===== config.mk =====
export PLATFORM = sky130hd
export DESIGN_NAME = wb_ctl_pipe
export DESIGN_NICKNAME = d
export VERILOG_FILES = /design/src/rtl/wb_pkg.sv /design/src/rtl/wb_decode.sv /design/src/rtl/wb_ctl_pipe.sv
export SDC_FILE = /design/constraint.sdc
export NUM_CORES = 1
export LEC_CHECK = 0
export ABC_CLOCK_PERIOD_IN_PS = 2810
export CAP_MARGIN = 20
export CORE_ASPECT_RATIO = 1.4
export CORE_UTILIZATION = 30
export CTS_BUF_LIST = sky130_fd_sc_hd__clkbuf_16
export DETAILED_ROUTE_END_ITERATION = 10
export SLEW_MARGIN = 20
export SYNTH_ARGS = -nofsm -noshare
export SYNTH_HDL_FRONTEND = slang
export SYNTH_HIERARCHICAL = 1
export SYNTH_SLANG_ARGS = --single-unit

===== constraint.sdc =====
create_clock -name clk -period 2.81 [get_ports clk]
set_clock_uncertainty 0.05 [all_clocks]
set_input_delay 0.281 -clock clk [delete_from_list [all_inputs] [get_ports clk]]
set_output_delay 0.281 -clock clk [all_outputs]
set_load 0.1 [all_outputs]

===== src/rtl/wb_pkg.sv =====
// Shared writeback-control types and RV32I opcode constants for the rv32 core.
package wb_pkg;

  localparam logic [6:0] LUI    = 7'b0110111;
  localparam logic [6:0] AUIPC  = 7'b0010111;
  localparam logic [6:0] JAL    = 7'b1101111;
  localparam logic [6:0] JALR   = 7'b1100111;
  localparam logic [6:0] BRANCH = 7'b1100011;
  localparam logic [6:0] LOAD   = 7'b0000011;
  localparam logic [6:0] STORE  = 7'b0100011;
  localparam logic [6:0] OP_IMM = 7'b0010011;
  localparam logic [6:0] OP     = 7'b0110011;
  localparam logic [6:0] FENCE  = 7'b0001111;
  localparam logic [6:0] SYSTEM = 7'b1110011;

  localparam logic [1:0] WB_MEM = 2'b00;
  localparam logic [1:0] WB_ALU = 2'b01;
  localparam logic [1:0] WB_PC4 = 2'b10;

  typedef struct packed {
    logic       valid;
    logic       we;
    logic [1:0] sel;
    logic [4:0] rd;
  } wb_ctl_t;

  localparam wb_ctl_t CTL_BUBBLE = '{valid: 1'b0, we: 1'b0, sel: WB_MEM, rd: 5'd0};

  function automatic logic uses_rs2(input logic [6:0] opc);
    return (opc == OP) || (opc == BRANCH) || (opc == STORE);
  endfunction

  // Only loads write back from memory, so a writing MEM-select entry is a load.
  function automatic logic is_load(input wb_ctl_t c);
    return c.valid & c.we & (c.sel == WB_MEM);
  endfunction

endpackage


===== src/rtl/wb_decode.sv =====
// Combinational RV32I decoder: instruction to writeback control plus illegal flag.
module wb_decode
  import wb_pkg::*;
(
  input  logic [31:0] instruction,
  output wb_ctl_t     ctl,
  output logic        illegal
);

  logic [6:0] opc_s;
  logic [2:0] f3_s;
  logic [6:0] f7_s;
  logic [4:0] rd_s;
  logic       legal_s;
  logic       we_s;
  logic [1:0] sel_s;

  assign opc_s = instruction[6:0];
  assign f3_s  = instruction[14:12];
  assign f7_s  = instruction[31:25];
  assign rd_s  = instruction[11:7];

  // Legality and raw writeback control per opcode.
  always_comb begin
    legal_s = 1'b0;
    we_s    = 1'b0;
    sel_s   = WB_MEM;
    case (opc_s)
      LUI, AUIPC: begin
        legal_s = 1'b1;
        we_s    = 1'b1;
        sel_s   = WB_ALU;
      end
      JAL: begin
        legal_s = 1'b1;
        we_s    = 1'b1;
        sel_s   = WB_PC4;
      end
      JALR: begin
        legal_s = (f3_s == 3'b000);
        we_s    = 1'b1;
        sel_s   = WB_PC4;
      end
      LOAD: begin
        we_s  = 1'b1;
        sel_s = WB_MEM;
        case (f3_s)
          3'b000, 3'b001, 3'b010, 3'b100, 3'b101: legal_s = 1'b1;
          default:                                legal_s = 1'b0;
        endcase
      end
      OP_IMM: begin
        we_s  = 1'b1;
        sel_s = WB_ALU;
        case (f3_s)
          3'b001:  legal_s = (f7_s == 7'b0000000);
          3'b101:  legal_s = (f7_s == 7'b0000000) || (f7_s == 7'b0100000);
          default: legal_s = 1'b1;
        endcase
      end
      OP: begin
        we_s    = 1'b1;
        sel_s   = WB_ALU;
        legal_s = (f7_s == 7'b0000000) ||
                  ((f7_s == 7'b0100000) && ((f3_s == 3'b000) || (f3_s == 3'b101)));
      end
      BRANCH:  legal_s = (f3_s != 3'b010) && (f3_s != 3'b011);
      STORE:   legal_s = (f3_s <= 3'b010);
      FENCE:   legal_s = 1'b1;
      SYSTEM:  legal_s = (instruction == 32'h0000_0073) || (instruction == 32'h0010_0073);
      default: legal_s = 1'b0;
    endcase
  end

  assign illegal = ~legal_s;
  assign ctl = '{valid: legal_s,
                 we:    legal_s & we_s & (rd_s != 5'd0),
                 sel:   legal_s ? sel_s : WB_MEM,
                 rd:    legal_s ? rd_s : 5'd0};

endmodule


===== src/rtl/wb_ctl_pipe.sv =====
// Writeback-control pipeline: decode at issue, STAGES control registers with
// stall/flush, load-use detection, illegal pulse and retire counter.
module wb_ctl_pipe
  import wb_pkg::*;
#(
  parameter int STAGES      = 3,
  parameter int FLUSH_DEPTH = 2,
  parameter int CNT_W       = 32
) (
  input  logic                  clk,
  input  logic                  rst,
  input  logic                  in_valid,
  input  logic [31:0]           instruction,
  input  logic                  stall,
  input  logic                  flush,
  output logic [STAGES-1:0]     stage_valid,
  output logic [5*STAGES-1:0]   stage_rd,
  output logic [STAGES-1:0]     stage_we,
  output logic                  wb_valid,
  output logic [1:0]            wb_sel,
  output logic                  wb_we,
  output logic [4:0]            wb_rd,
  output logic                  load_use,
  output logic                  illegal,
  output logic [CNT_W-1:0]      retire_cnt
);

  wb_ctl_t          dec_ctl_s;
  logic             dec_illegal_s;
  logic             issue_s;
  wb_ctl_t          issue_ctl_s;
  wb_ctl_t          s0_s;
  wb_ctl_t          last_s;
  logic             illegal_q;
  logic [CNT_W-1:0] retire_q;

  wb_decode u_decode (
    .instruction (instruction),
    .ctl         (dec_ctl_s),
    .illegal     (dec_illegal_s)
  );

  assign issue_s     = in_valid & ~stall & ~flush;
  assign issue_ctl_s = issue_s ? dec_ctl_s : CTL_BUBBLE;

  for (genvar k = 0; k < STAGES; k++) begin : g_stage
    wb_ctl_t ctl_q;
    wb_ctl_t ctl_d;
    wb_ctl_t src_s;

    if (k == 0) begin : g_src_issue
      assign src_s = issue_ctl_s;
    end else begin : g_src_prev
      assign src_s = g_stage[k-1].ctl_q;
    end

    // Flush kills the youngest stages; older stages keep advancing even under stall.
    always_comb begin
      if (flush && (k < FLUSH_DEPTH)) begin
        ctl_d = CTL_BUBBLE;
      end else if (flush || !stall) begin
        ctl_d = src_s;
      end else begin
        ctl_d = ctl_q;
      end
    end

    // Stage control register.
    always_ff @(posedge clk) begin
      if (!rst) begin
        ctl_q <= CTL_BUBBLE;
      end else begin
        ctl_q <= ctl_d;
      end
    end

    assign stage_valid[k]      = ctl_q.valid;
    assign stage_we[k]         = ctl_q.we;
    assign stage_rd[5*k +: 5]  = ctl_q.rd;
  end

  assign s0_s   = g_stage[0].ctl_q;
  assign last_s = g_stage[STAGES-1].ctl_q;

  assign wb_valid = last_s.valid;
  assign wb_sel   = last_s.sel;
  assign wb_we    = last_s.valid & last_s.we;
  assign wb_rd    = last_s.rd;

  assign load_use = in_valid & is_load(s0_s) & (s0_s.rd != 5'd0) &
                    ((instruction[19:15] == s0_s.rd) |
                     (uses_rs2(instruction[6:0]) & (instruction[24:20] == s0_s.rd)));

  // Illegal-issue pulse and retire counter.
  always_ff @(posedge clk) begin
    if (!rst) begin
      illegal_q <= 1'b0;
      retire_q  <= {CNT_W{1'b0}};
    end else begin
      illegal_q <= issue_s & dec_illegal_s;
      if (wb_valid & wb_we) begin
        retire_q <= retire_q + {{(CNT_W-1){1'b0}}, 1'b1};
      end else begin
        retire_q <= retire_q;
      end
    end
  end

  assign illegal    = illegal_q;
  assign retire_cnt = retire_q;

endmodule


# After elaboration in Yosys (flattened, before gate mapping)
# Index checks and enable logic that the tools add are counted.
# W data, S select, Z words.
[word_totals]
register_bits = 60
wordCells = 85
[op_classes]
add_sub_neg = 1
magnitude_cmp = 1
eq_ne = 22
muxes = 8
bitwise = 18
n_reduce_logical = 21
[op_table]
columns = ["cell", "n"]
rows = [
  ["$add A32 B1 Y32 const B", 1],
  ["$eq A32 B21 Y1 const B", 1],
  ["$eq A32 B7 Y1 const B", 1],
  ["$eq A7 B6 Y1 const B", 4],
  ["$eq A7 B7 Y1 const B", 4],
  ["$eq A7 B5 Y1 const B", 2],
  ["$and A1 B1 Y1", 13],
  ["$eq A5 B5 Y1", 2],
  ["$reduce_bool A5 Y1", 2],
  ["$mux W9", 1],
  ["$pmux W1 S8", 1],
  ["$reduce_or A4 Y1", 2],
  ["$eq A7 B2 Y1 const B", 1],
  ["$eq A7 B4 Y1 const B", 1],
  ["$logic_not A7 Y1", 1],
  ["$logic_or A1 B1 Y1", 7],
  ["$reduce_or A7 Y1", 1],
  ["$eq A3 B3 Y1 const B", 2],
  ["$ne A3 B2 Y1 const B", 2],
  ["$mux W5", 1],
  ["$reduce_or A5 Y1", 1],
  ["$not A1 Y1", 4],
  ["$pmux W2 S2", 1],
  ["$reduce_or A2 Y1", 2],
  ["other kinds (11)", 13],
]

# Longest topological paths before layout
[depth]
depth_word = 8
mapped_depth = 9
ltp_nobuf = 7

# Cells and area by module
# Netlist, hierarchy kept.
[modules_own_cells]
columns = ["mod", "instances", "cells_each", "area_per_inst_um2"]
rows = [
  ["wb_ctl_pipe", 1, 331, 2824.0],
  ["wb_decode", 1, 49, 351.6],
]

# Least setup slack after synthesis
# Ideal clock, no wire load.
[synth_timing]
kind = "register to register"
start = "register g_stage[2].ctl_q (netlist bit wb_valid)"
end = "register retire_q[27] (netlist: retire_cnt[27])"
setup_time_ps = 72
arrival_time_ps = 2731
required_ps = 2688
slack_ps = -43
stages_incl_launch_ff = 7
path_buffers = 1
path_cell_list = "dfxtp_1 > nand2_1 > clkinv_1 > nand2_1 > buf_1 > nor4_1 > mux2i_1"
[synth_via]
elab_chain_cells = 2
[synth_rtl]
columns = ["element", "line", "text"]
rows = [
  ["start, declared", "wb_ctl_pipe.sv:47", "wb_ctl_t ctl_q;"],
  ["start signal, assigned", "wb_ctl_pipe.sv:73", "ctl_q <= ctl_d;"],
  ["$and A1 B1 Y1", "wb_ctl_pipe.sv:87", "assign wb_we = last_s.valid & last_s.we;"],
  ["net wb_we", "wb_ctl_pipe.sv:21", "output logic wb_we,"],
  ["$and A1 B1 Y1", "wb_ctl_pipe.sv:101", "if (wb_valid & wb_we) begin"],
  ["end signal, assigned", "wb_ctl_pipe.sv:98", "retire_q <= {CNT_W{1'b0}};"],
  ["end signal, assigned", "wb_ctl_pipe.sv:102", "retire_q <= retire_q + {{(CNT_W-1){1'b0}}, 1'b1};"],
  ["end signal, assigned", "wb_ctl_pipe.sv:104", "retire_q <= retire_q;"],
  ["end, declared", "wb_ctl_pipe.sv:35", "logic [CNT_W-1:0] retire_q;"],
]
# The timed path passes the listed nets, and every way through them passes these cells.
# A chain may end at the register's enable or synchronous reset.

# Worst setup path in the final report
[layout_timing]
start = "register g_stage[0].ctl_q (netlist bit stage_rd[3])"
end = "output port load_use"
[layout_via]
elab_chain_cells = 4
word_cells_on_any_way = 7
cone_classes = "2 x eq/ne; 4 x bitwise; 1 x reduce/logical"
[layout_rtl]
columns = ["element", "line", "text"]
rows = [
  ["start, declared", "wb_ctl_pipe.sv:47", ""],
  ["start signal, assigned", "wb_ctl_pipe.sv:73", ""],
  ["$eq A5 B5 Y1", "wb_ctl_pipe.sv:92", "(uses_rs2(instruction[6:0]) & (instruction[24:20] == s0_s.rd)));"],
  ["$and A1 B1 Y1", "wb_ctl_pipe.sv:92", ""],
  ["$or A1 B1 Y1", "wb_ctl_pipe.sv:91", "((instruction[19:15] == s0_s.rd) |"],
  ["$and A1 B1 Y1 (*)", "wb_ctl_pipe.sv:90", "assign load_use = in_valid & is_load(s0_s) & (s0_s.rd != 5'd0) &"],
  ["end, declared", "wb_ctl_pipe.sv:23", "output logic load_use,"],
]
# Mark *: on every way between the ends. The rest lies on a longest branch, timed or not.

==> metrics.cfg <==
[run_status]
status = complete, no violations

[detailed_routing]
post_drt_wl_per_cell_microns = 13.6
drt_iter0_drc = 81
drt-total-wl_microns = 8130
vias_per_cell = 5.04
drtPass1Iterations = 4
ant_nets = 0
remaining_drc_errors = 0
vias = 3012

[finish]
fin_util = 0.410
register_area_sq_um = 1200
drive_gt1_frac = 0.189
area_delta_synth_final_pct = 33.5
stdcell_area_sq_um = 4240
final_cell_mix = 67 x buf_4, 58 x dfxtp_1, 42 x nand2_1
finalNonFillerCells = 598
fill_cells = 1077
layout_commonest_cell = buf_4
multi_input_area_sq_um = 1710
n_antenna_cell = 0
layout.nets = 493

[run]
max_cap_violations = 0

[cts]
postCtsSetupBuffers = 0
numCtsBuffers = 9
path_clk_slew_ps = 50
clock-root-buffer = clkbuf_16
cts.sinks = 60
cts_tree = done
ctsHoldBuffers = 0
insertion_delay_ps = 320
ctsResizeCount = 0
clockBufferDepth = 2
h-tree-depth = 3

[critical_path]
setup.worst_path.class = register to output pin
crit_path_end_kind = output pin
crit-reg2reg-launch = retire_cnt[3]$_SDFFE_PN0P_
rrSetupSlack_ps = 670
crit_family = compound AO/OA/AOI/OAI gates
cp_cell_sequence = xor2_1 > a2111oi_0 > nand4_1 > a21oi_1 > buf_12
cp-start-kind = register
cp.buffers_inverters = 1
worstPathArrival_ps = 1950
cp_slowest_cell = dfxtp_1
slowest_delay_ps = 480
worst-path-max-fanout = 6
rr_endpoint = retire_cnt[26]$_SDFFE_PN0P_
cp_data_required_time_ps = 2480
r2r_cells = 4

[timing]
max_freq_ghz = 0.438
finalMaxSlewViolations = 0
hold_violations = 0
fin_crit_ps = 2280
finalSetupViolations = 0
worstMarginPinSlew_ps = 697
rsz0062_at_grt = false
fin_tns_setup_ps = 0
relSlewSlack = 0.535
period_share = 0.812

[synth]
synth.cell_area_sq_um = 3180
ys_async_sr_fraction = 0
ys_seq_elements = 60
synth_cells = 380
syn_nets = 418
synth.avg_cell_area_sq_um = 8.36
yosys_warnings = 6
synth_edf_count = 0
yosysSeqAreaShare = 0.378
ys_types = 50
yosys_most_used_dff = dfxtp_1

[place]
hpwl_microns = 6150
port_buffers = 100
gp_congestion = 0.771
dpl_cell_area_sq_um = 3990
post-place-cells = 582

[global_route]
antenna_found_initial = 0
first_global_vias = 2807
grt_use_total = 0.154
grt_pass1_wl_microns = 13000
grt_max_degree = 31
overflow = 0

[power]
power_uw = 1920
p_per_area_nw_per_um2 = 453
total_leakage_power_uw = 0.00156
max-vdd-ir-drop_mv = 0.250

[floorplanning]
start_util = 0.307
num_rows = 44
die_w_microns = 89.0
die_h_microns = 124
coreArea_sq_um = 10300
dieArea_sq_um = 11000
ios = 101

[hold_path]
hold_depth = 2
min_to = wb_sel[1]$_SDFFE_PN0P_
min_from = wb_sel[1]$_SDFFE_PN0P_
hold_path_class = register to register

registers in the layout (all words and copies together), names as in the netlist:
name and flops:
wb_sel 2, wb_rd 5, stage_we 3, g_stage.ctl_q 4
stage_valid 2, wb_valid 1, illegal 1, stage_rd 10
retire_cnt 32
report_power, final:
group | internal (uW) | switching (uW)
clock network | 574 | 356
logic | 69.7 | 68.0
registers | 853 | 0.694
kinds of logic after synthesis:
group,Yosys count,synth area share
compound gates,74,0.154
buf+inv,46,0.0847
mux,14,0.0445
xor+xnor,20,0.0552
flops,60,0.378
fa+ha+maj,1,0.00394
simple gates,165,0.279
through the flow:
step	hold slack, ps	worst slack (ps)
global placement	390	447
detailed placement	396	410
global route	438	369
CTS	403	470
floorplan	349	4.20
finish	398	528
routing by layer:
layer,global-route usage,wire length (microns),up-vias
met5,0,0,-
li1,-,-,1516
met2,0.284,4200,110
met3,0.0338,445,10
met4,0.0585,125,0
met1,0.171,3370,1376
how the worst max path moves through the flow:
| stage | from | end | slack (ps) | cells past startpoint |
|---|---|---|---|---|
| after floorplan | stage_rd[3]$_SDFFE_PP0P_ | load_use | 4 | 4 |
| after global placement | instruction[6] | stage_rd[1]$_SDFFE_PP0P_ | 450 | 8 |
| after detailed placement | instruction[6] | stage_rd[1]$_SDFFE_PP0P_ | 410 | 8 |
| after CTS | stage_rd[3]$_SDFFE_PP0P_ | load_use | 470 | 5 |
| after global routing | stage_rd[2]$_SDFFE_PP0P_ | load_use | 370 | 5 |
| final | stage_rd[3]$_SDFFE_PP0P_ | load_use | 530 | 5 |
Yosys cell counts, types with 10 or more instances:
cell / n / area share
a21oi_1: 30 / 0.047
buf_4: 21 / 0.050
clkbuf_1: 11 / 0.013
dfxtp_1: 60 / 0.38
mux2i_1: 13 / 0.041
nand2_1: 42 / 0.050
nand3_1: 13 / 0.020
nand4_1: 10 / 0.020
nor2_1: 34 / 0.040
nor4_1: 13 / 0.026
or4_1: 10 / 0.024
xor2_1: 13 / 0.036
worst register-to-register path, cell delays in order (launching register included):
cell and delay [ps]:
dfxtp_1 420, nand3_2 190, or4_4 740, or4b_1 520, a21oi_1 150
area by class of cell:
type                       count  share of cell area
clock inverter                 7             0.00649
multi-input combinational    274               0.402
clock buffer                   9              0.0531
sequential                    60               0.284
inverter                       6             0.00531
tap                          138              0.0407
timing repair buffer         104               0.208
No activity file was read; power rests on OpenSTA's default activity.
